**src/rtl/fpdiv_if.sv**
```systemverilog
// Handshake and data bundle for the iterative FP32 divider.
// The requester drives start/a/b; the divider returns busy/done/result/flags.
interface fpdiv_if;
  logic        start;
  logic [31:0] a;
  logic [31:0] b;
  logic        busy;
  logic        done;
  logic [31:0] result;
  logic [4:0]  flags;

  modport master (output start, a, b, input busy, done, result, flags);
  modport slave  (input start, a, b, output busy, done, result, flags);
endinterface

```
**src/rtl/fpdiv_iter.sv**
```systemverilog
// Iterative binary32 divider: restoring division, one quotient bit per cycle, fixed 30-cycle latency.
// Define FPDIV_ROUND_NEAREST_EN for round-to-nearest-even; otherwise results truncate toward zero.
module fpdiv_iter (
  input  logic  clk,
  input  logic  rst,
  fpdiv_if.slave bus
);

  typedef enum logic [2:0] {IDLE, UNPACK, DIVIDE, NORM, ROUND} state_t;

  state_t             state_reg, state_next;
  logic [31:0]        a_reg, b_reg;
  logic [4:0]         count_reg;
  logic [25:0]        rem_reg;
  logic [23:0]        divisor_reg;
  logic [26:0]        q_reg;
  logic               sign_reg;
  logic signed [9:0]  exp_reg;
  logic [23:0]        man_reg;
  logic               guard_reg, sticky_reg;
  logic               special_reg;
  logic [31:0]        special_result_reg;
  logic [4:0]         special_flags_reg;
  logic               done_reg;
  logic [31:0]        result_reg;
  logic [4:0]         flags_reg;

  // A start coinciding with the done pulse is dropped, so back-to-back issue waits one cycle.
  logic accept;
  assign accept = (state_reg == IDLE) && bus.start && !done_reg;

  // Operand classification; denormals are flushed by treating exponent 0 as zero.
  logic [7:0]  op_exp  [2];
  logic [22:0] op_frac [2];
  logic [23:0] op_man  [2];
  logic        op_nan  [2];
  logic        op_inf  [2];
  logic        op_zero [2];

  for (genvar gi = 0; gi < 2; gi++) begin : g_unpack
    assign op_exp[gi]  = (gi == 0) ? a_reg[30:23] : b_reg[30:23];
    assign op_frac[gi] = (gi == 0) ? a_reg[22:0]  : b_reg[22:0];
    assign op_nan[gi]  = (op_exp[gi] == 8'hFF) && (op_frac[gi] != 23'd0);
    assign op_inf[gi]  = (op_exp[gi] == 8'hFF) && (op_frac[gi] == 23'd0);
    assign op_zero[gi] = (op_exp[gi] == 8'h00);
    assign op_man[gi]  = op_zero[gi] ? 24'd0 : {1'b1, op_frac[gi]};
  end

  logic        sign_now;
  logic        spec_hit;
  logic [31:0] spec_result;
  logic [4:0]  spec_flags;

  assign sign_now = a_reg[31] ^ b_reg[31];

  always_comb begin
    spec_hit    = 1'b1;
    spec_result = 32'h7FC0_0000;
    spec_flags  = 5'b10000;
    if (op_nan[0] || op_nan[1] || (op_zero[0] && op_zero[1]) || (op_inf[0] && op_inf[1])) begin
      spec_hit = 1'b1;
    end else if (op_inf[0]) begin
      spec_result = {sign_now, 8'hFF, 23'd0};
      spec_flags  = 5'b00000;
    end else if (op_zero[1]) begin
      spec_result = {sign_now, 8'hFF, 23'd0};
      spec_flags  = 5'b01000;
    end else if (op_zero[0] || op_inf[1]) begin
      spec_result = {sign_now, 31'd0};
      spec_flags  = 5'b00000;
    end else begin
      spec_hit    = 1'b0;
      spec_result = 32'd0;
      spec_flags  = 5'b00000;
    end
  end

  always_comb begin
    state_next = state_reg;
    unique case (state_reg)
      IDLE:    if (accept) state_next = UNPACK;
      UNPACK:  state_next = DIVIDE;
      DIVIDE:  if (count_reg == 5'd26) state_next = NORM;
      NORM:    state_next = ROUND;
      ROUND:   state_next = IDLE;
      default: state_next = IDLE;
    endcase
  end

  always_ff @(posedge clk) begin
    if (rst) state_reg <= IDLE;
    else     state_reg <= state_next;
  end

  logic rem_ge;
  logic rem_nz;
  assign rem_ge = (rem_reg >= {2'b00, divisor_reg});
  assign rem_nz = (rem_reg != 26'd0);

  always_ff @(posedge clk) begin
    unique case (state_reg)
      IDLE: begin
        if (accept) begin
          a_reg <= bus.a;
          b_reg <= bus.b;
        end
      end
      UNPACK: begin
        sign_reg           <= sign_now;
        exp_reg            <= $signed({2'b00, op_exp[0]}) - $signed({2'b00, op_exp[1]}) + 10'sd127;
        rem_reg            <= {2'b00, op_man[0]};
        divisor_reg        <= op_man[1];
        q_reg              <= 27'd0;
        count_reg          <= 5'd0;
        special_reg        <= spec_hit;
        special_result_reg <= spec_result;
        special_flags_reg  <= spec_flags;
      end
      DIVIDE: begin
        if (rem_ge) begin
          rem_reg <= (rem_reg - {2'b00, divisor_reg}) << 1;
          q_reg   <= {q_reg[25:0], 1'b1};
        end else begin
          rem_reg <= rem_reg << 1;
          q_reg   <= {q_reg[25:0], 1'b0};
        end
        count_reg <= count_reg + 5'd1;
      end
      NORM: begin
        if (q_reg[26]) begin
          man_reg    <= q_reg[26:3];
          guard_reg  <= q_reg[2];
          sticky_reg <= (|q_reg[1:0]) | rem_nz;
        end else begin
          man_reg    <= q_reg[25:2];
          guard_reg  <= q_reg[1];
          sticky_reg <= q_reg[0] | rem_nz;
          exp_reg    <= exp_reg - 10'sd1;
        end
      end
      default: begin
      end
    endcase
  end

  logic [24:0]       man_sum;
  logic signed [9:0] exp_rnd;
  logic [22:0]       frac_rnd;
  logic [31:0]       round_result;
  logic [4:0]        round_flags;

  always_comb begin
`ifdef FPDIV_ROUND_NEAREST_EN
    man_sum = {1'b0, man_reg} + {24'd0, guard_reg & (sticky_reg | man_reg[0])};
`else
    man_sum = {1'b0, man_reg};
`endif
    // A carry out leaves 1.000...; the fraction field is zero either way.
    exp_rnd  = exp_reg + $signed({9'd0, man_sum[24]});
    frac_rnd = man_sum[24] ? man_sum[23:1] : man_sum[22:0];
    if (special_reg) begin
      round_result = special_result_reg;
      round_flags  = special_flags_reg;
    end else if (exp_rnd >= 10'sd255) begin
      round_result = {sign_reg, 8'hFF, 23'd0};
      round_flags  = 5'b00101;
    end else if (exp_rnd <= 10'sd0) begin
      round_result = {sign_reg, 31'd0};
      round_flags  = 5'b00011;
    end else begin
      round_result = {sign_reg, exp_rnd[7:0], frac_rnd};
      round_flags  = {4'b0000, guard_reg | sticky_reg};
    end
  end

  always_ff @(posedge clk) begin
    if (rst) begin
      done_reg   <= 1'b0;
      result_reg <= 32'd0;
      flags_reg  <= 5'd0;
    end else begin
      done_reg <= (state_reg == ROUND);
      if (state_reg == ROUND) begin
        result_reg <= round_result;
        flags_reg  <= round_flags;
      end
    end
  end

  assign bus.busy   = (state_reg != IDLE);
  assign bus.done   = done_reg;
  assign bus.result = result_reg;
  assign bus.flags  = flags_reg;

endmodule

```
**src/flat_wrapper.sv**
```systemverilog
// flat-port wrapper written by rule: the top's interface ports become plain ports
module fpdiv_iter_flat 
  (clk, rst, bus_start, bus_a, bus_b, bus_busy, bus_done, bus_result, bus_flags);
  fpdiv_if bus_i ();
  input  logic clk;
  input  logic rst;
  input wire logic [$bits(bus_i.start)-1:0] bus_start;
  input wire logic [$bits(bus_i.a)-1:0] bus_a;
  input wire logic [$bits(bus_i.b)-1:0] bus_b;
  output wire logic [$bits(bus_i.busy)-1:0] bus_busy;
  output wire logic [$bits(bus_i.done)-1:0] bus_done;
  output wire logic [$bits(bus_i.result)-1:0] bus_result;
  output wire logic [$bits(bus_i.flags)-1:0] bus_flags;
  assign bus_i.start = bus_start;
  assign bus_i.a = bus_a;
  assign bus_i.b = bus_b;
  assign bus_busy = bus_i.busy;
  assign bus_done = bus_i.done;
  assign bus_result = bus_i.result;
  assign bus_flags = bus_i.flags;
  fpdiv_iter u_core (.clk(clk), .rst(rst), .bus(bus_i));
endmodule
```
**config.mk**
```make
export PLATFORM = sky130hd
export DESIGN_NAME = fpdiv_iter_flat
export DESIGN_NICKNAME = d
export VERILOG_FILES = /design/src/rtl/fpdiv_if.sv /design/src/rtl/fpdiv_iter.sv /design/src/flat_wrapper.sv
export SDC_FILE = /design/constraint.sdc
export NUM_CORES = 1
export LEC_CHECK = 0
export CORE_UTILIZATION = 59
export CTS_BUF_LIST = sky130_fd_sc_hd__clkbuf_4 sky130_fd_sc_hd__clkbuf_8
export DETAILED_ROUTE_END_ITERATION = 12
export GPL_TIMING_DRIVEN = 0
export HOLD_SLACK_MARGIN = 0.1
export PLACE_DENSITY = 0.82
export SLEW_MARGIN = 20
export SYNTH_ARGS = -nofsm -noshare
export SYNTH_HDL_FRONTEND = slang
export SYNTH_SLANG_ARGS = --single-unit
```
**constraint.sdc**
```tcl
create_clock -name clk -period 6.88 [get_ports clk]
set_input_delay 1.376 -clock clk [delete_from_list [all_inputs] [get_ports clk]]
set_output_delay 1.376 -clock clk [all_outputs]
set_load 0.005 [all_outputs]
```
==> results.sh <==
export IMPL_finalHoldViolations=0
export IMPL_r2r_slack_ns=3.89
export IMPL_ys_ff_latch=228
export IMPL_fin_crit_sh_pct=50.0
export IMPL_syn_instance_count=924
export IMPL_drt_iter0_drc=542
export IMPL_clock_latency_ns=0.52
export IMPL_slowest_stage="clkdlybuf4s50_1"
export IMPL_ir_drop_mv=0.225
export IMPL_drc=0
export IMPL_grt_pass1_wl_um=37200
export IMPL_vias=7759
export IMPL_r2r_end="u_core.rem_reg[2]"
export IMPL_synth_avg_cell_area_um2=11.8
export IMPL_critical_path_class="reg -> out"
export IMPL_synthFlopType="edfxtp_1"
export IMPL_yosys_warnings=0
export IMPL_fmax_ghz=0.291
export IMPL_layout_drive_gt1_share_pct=10.8
export IMPL_min_period_ns=3.44
export IMPL_first_pass_iters=5
export IMPL_synth_edf_count=187
export IMPL_slew_headroom_pct=24.7
export IMPL_whs_path_depth=2
export IMPL_min_to="u_core.bus.flags[3]"
export IMPL_cpPeakStageDelay_ns=0.53
export IMPL_p_leak_nw=4.79
export IMPL_cts_made_buffers=37
export IMPL_num_rows=49
export IMPL_critPathMaxFanout=9
export IMPL_synth_cell_types=75
export IMPL_reg2reg_depth=12
export IMPL_worstPathRequired_ns=5.50
export IMPL_antenna_cells=0
export IMPL_setup_ws_ns=3.44
export IMPL_outcome="completed"
export IMPL_cts_resized=0
export IMPL_routed_via_density=5.84
export IMPL_dp_hpwl_um=17100
export IMPL_setup_viol=0
export IMPL_final_max_slew_viol_count=0
export IMPL_post_place_ws_ns=3.56
export IMPL_cp_buffers_inverters=2
export IMPL_initial_utilization_pct=60.3
export IMPL_cp_top_family="buffers and inverters"
export IMPL_clockRootBuffer="clkbuf_8"
export IMPL_worstPathCellList="clkbuf_1 -> or3_1 -> clkdlybuf4s50_1"
export IMPL_arrival_ns=2.06
export IMPL_worstHoldStart="u_core.bus.flags[3]"
export IMPL_clock_skew_ns=0.0230
export IMPL_core_um2=18000
export IMPL_gr_total_overflow=0
export IMPL_rsz0062_at_grt="false"
export IMPL_cts_buffer_depth=3
export IMPL_r2r_start="u_core.rem_reg[0]"
export IMPL_worstHoldPathType="reg -> reg"
export IMPL_cts_tree="built"
export IMPL_power_density_nw_per_um2=266
export IMPL_critPathLaunchType="flip-flop"
export IMPL_syn_area_um2=10900
export IMPL_cts_setup_buffers=0
export IMPL_antenna_left=0
export IMPL_nets=1178
export IMPL_clock_sinks=228
export IMPL_htree_num_levels=2
export IMPL_dieArea_um2=19000
export IMPL_port_buffers=104
export IMPL_cts_hold_buf=0
export IMPL_synthToLayoutAreaGrowth_pct=20.4
export IMPL_pin_count=106
export IMPL_synth_nets=1030
export IMPL_die_height_um=138
export IMPL_path_clk_slew_ns=0.06
export IMPL_grtUsageTotal_pct=25.8
export IMPL_grt_pass1_vias=7540
export IMPL_tightest_slew_ns=1.13
export IMPL_grt_antenna_before_repair=0
export IMPL_wl_per_cell_um=17.6
export IMPL_crit_path_end_kind="primary output"
export IMPL_routed_wl_um=23400
export IMPL_grt_max_degree=29
export IMPL_ys_seq_area_share_pct=59.2
export IMPL_die_width_um=138
export IMPL_cap_violations=0
export IMPL_hold_ws_ns=0.468
export IMPL_routabilityCongestion=0.949
export IMPL_synth_async_sr_flop_share_pct=0
==> how the worst max path moves through the flow <==
stage / cells after the start / to / startpoint
5_1_grt: 3 / bus_busy / u_core.state_reg[1]
4_1_cts: 3 / bus_busy / u_core.state_reg[1]
3_5_place_dp: 5 / u_core.a_reg[17] / bus_start
6_report: 3 / bus_busy / u_core.state_reg[1]
3_3_place_gp: 3 / u_core.rem_reg[11] / u_core.state_reg[0]
2_1_floorplan: 3 / u_core.count_reg[0] / u_core.state_reg[0]
==> stage by stage <==
step	area [um2]	setup TNS [ns]	power, mW	instances	utilization [%]
floorplan	10900	0	2.16	924	-
global placement	12200	-7.59	2.32	1257	67.7
detailed placement	12400	0	2.35	1262	68.6
CTS	13100	0	3.50	1328	72.6
global route	13100	0	3.64	1328	72.6
finish	13100	0	3.48	1328	72.6
==> area by class of cell <==
cell class / instances / area [um2]
plain buffers: 45 / 201
clock buffers: 58 / 692
clock inverters: 8 / 38.8
fillers: 1250 / 4930
inverters: 50 / 188
multi-input cells: 601 / 4080
flip-flops and latches: 228 / 6440
well taps: 229 / 287
repair buffers: 109 / 1170
==> synth_stat cells (all sizes together) (7+ instances only) <==
library cell,count,area (um2)
a21o,10,75.1
a21oi,57,293
a22o,11,96.3
a22oi,31,233
and2,53,332
buf,12,77.6
clkbuf,33,124
dfxtp,41,821
edfxtp,187,5620
ha,38,475
inv,50,188
mux2,24,270
mux2i,9,90.1
nand2,49,186
nand2b,10,62.6
nand3,17,85.1
nand4,12,75.1
nor2,76,288
nor3,18,95.1
nor4,26,169
o21a,7,53.8
o21ai,39,199
xnor2,20,175
xor2,23,201
==> worst reg2reg max path, delay by kind of cell (launching register included) <==
kind            cells  cell delay, ns
mux                 1            0.28
compound gates      4            0.82
simple gates        2            0.26
buf+inv             3            0.36
fa+ha+maj           2            0.56
flops               1            0.42
==> kinds of logic after synthesis <==
kind of cell / Yosys count / share of synthesized area [%]
multiplexers: 33 / 3.31
AO/OA/AOI/OAI: 198 / 12.1
flip-flops: 228 / 59.2
XOR/XNOR: 43 / 3.46
buffers and inverters: 95 / 3.58
adder cells (fa/ha/maj): 40 / 4.65
AND/OR/NAND/NOR: 287 / 13.7
==> report_power, final <==
| part | switching, mW | total, mW | internal, mW |
|---|---|---|---|
| registers | 0.0668 | 1.70 | 1.63 |
| logic | 0.355 | 0.635 | 0.280 |
| clock network | 0.508 | 1.15 | 0.639 |
| total | 0.930 | 3.48 | 2.55 |
==> cells in the final DEF (no fill, tap or decap), types with 13 or more instances in the layout <==
cell | synthesis | final
edfxtp_1 | 187 | 187
clkdlybuf4s50_1 | 0 | 104
nor2_1 | 75 | 73
a21oi_1 | 55 | 55
and2_1 | 53 | 53
inv_1 | 50 | 50
nand2_1 | 48 | 48
clkbuf_8 | 0 | 41
dfxtp_1 | 41 | 41
ha_1 | 38 | 38
clkbuf_1 | 33 | 33
a22oi_1 | 31 | 31
nor4_1 | 25 | 25
mux2_2 | 24 | 24
o21ai_1 | 24 | 24
xor2_1 | 23 | 23
xnor2_1 | 20 | 20
nor3_1 | 17 | 17
nand3_1 | 17 | 17
clkbuf_4 | 0 | 17
o21ai_0 | 14 | 13
==> per-layer routing <==
metal  vias up  part of all wire, %  track usage, %
met3        56                  6.2            4.01
met2       303                   49            43.5
met1      3679                   42            33.3
li1       3721                    -               -
met4         0                  3.2            10.9
met5         -                    0               0
Note: power is estimated with default switching activity, not from simulation.
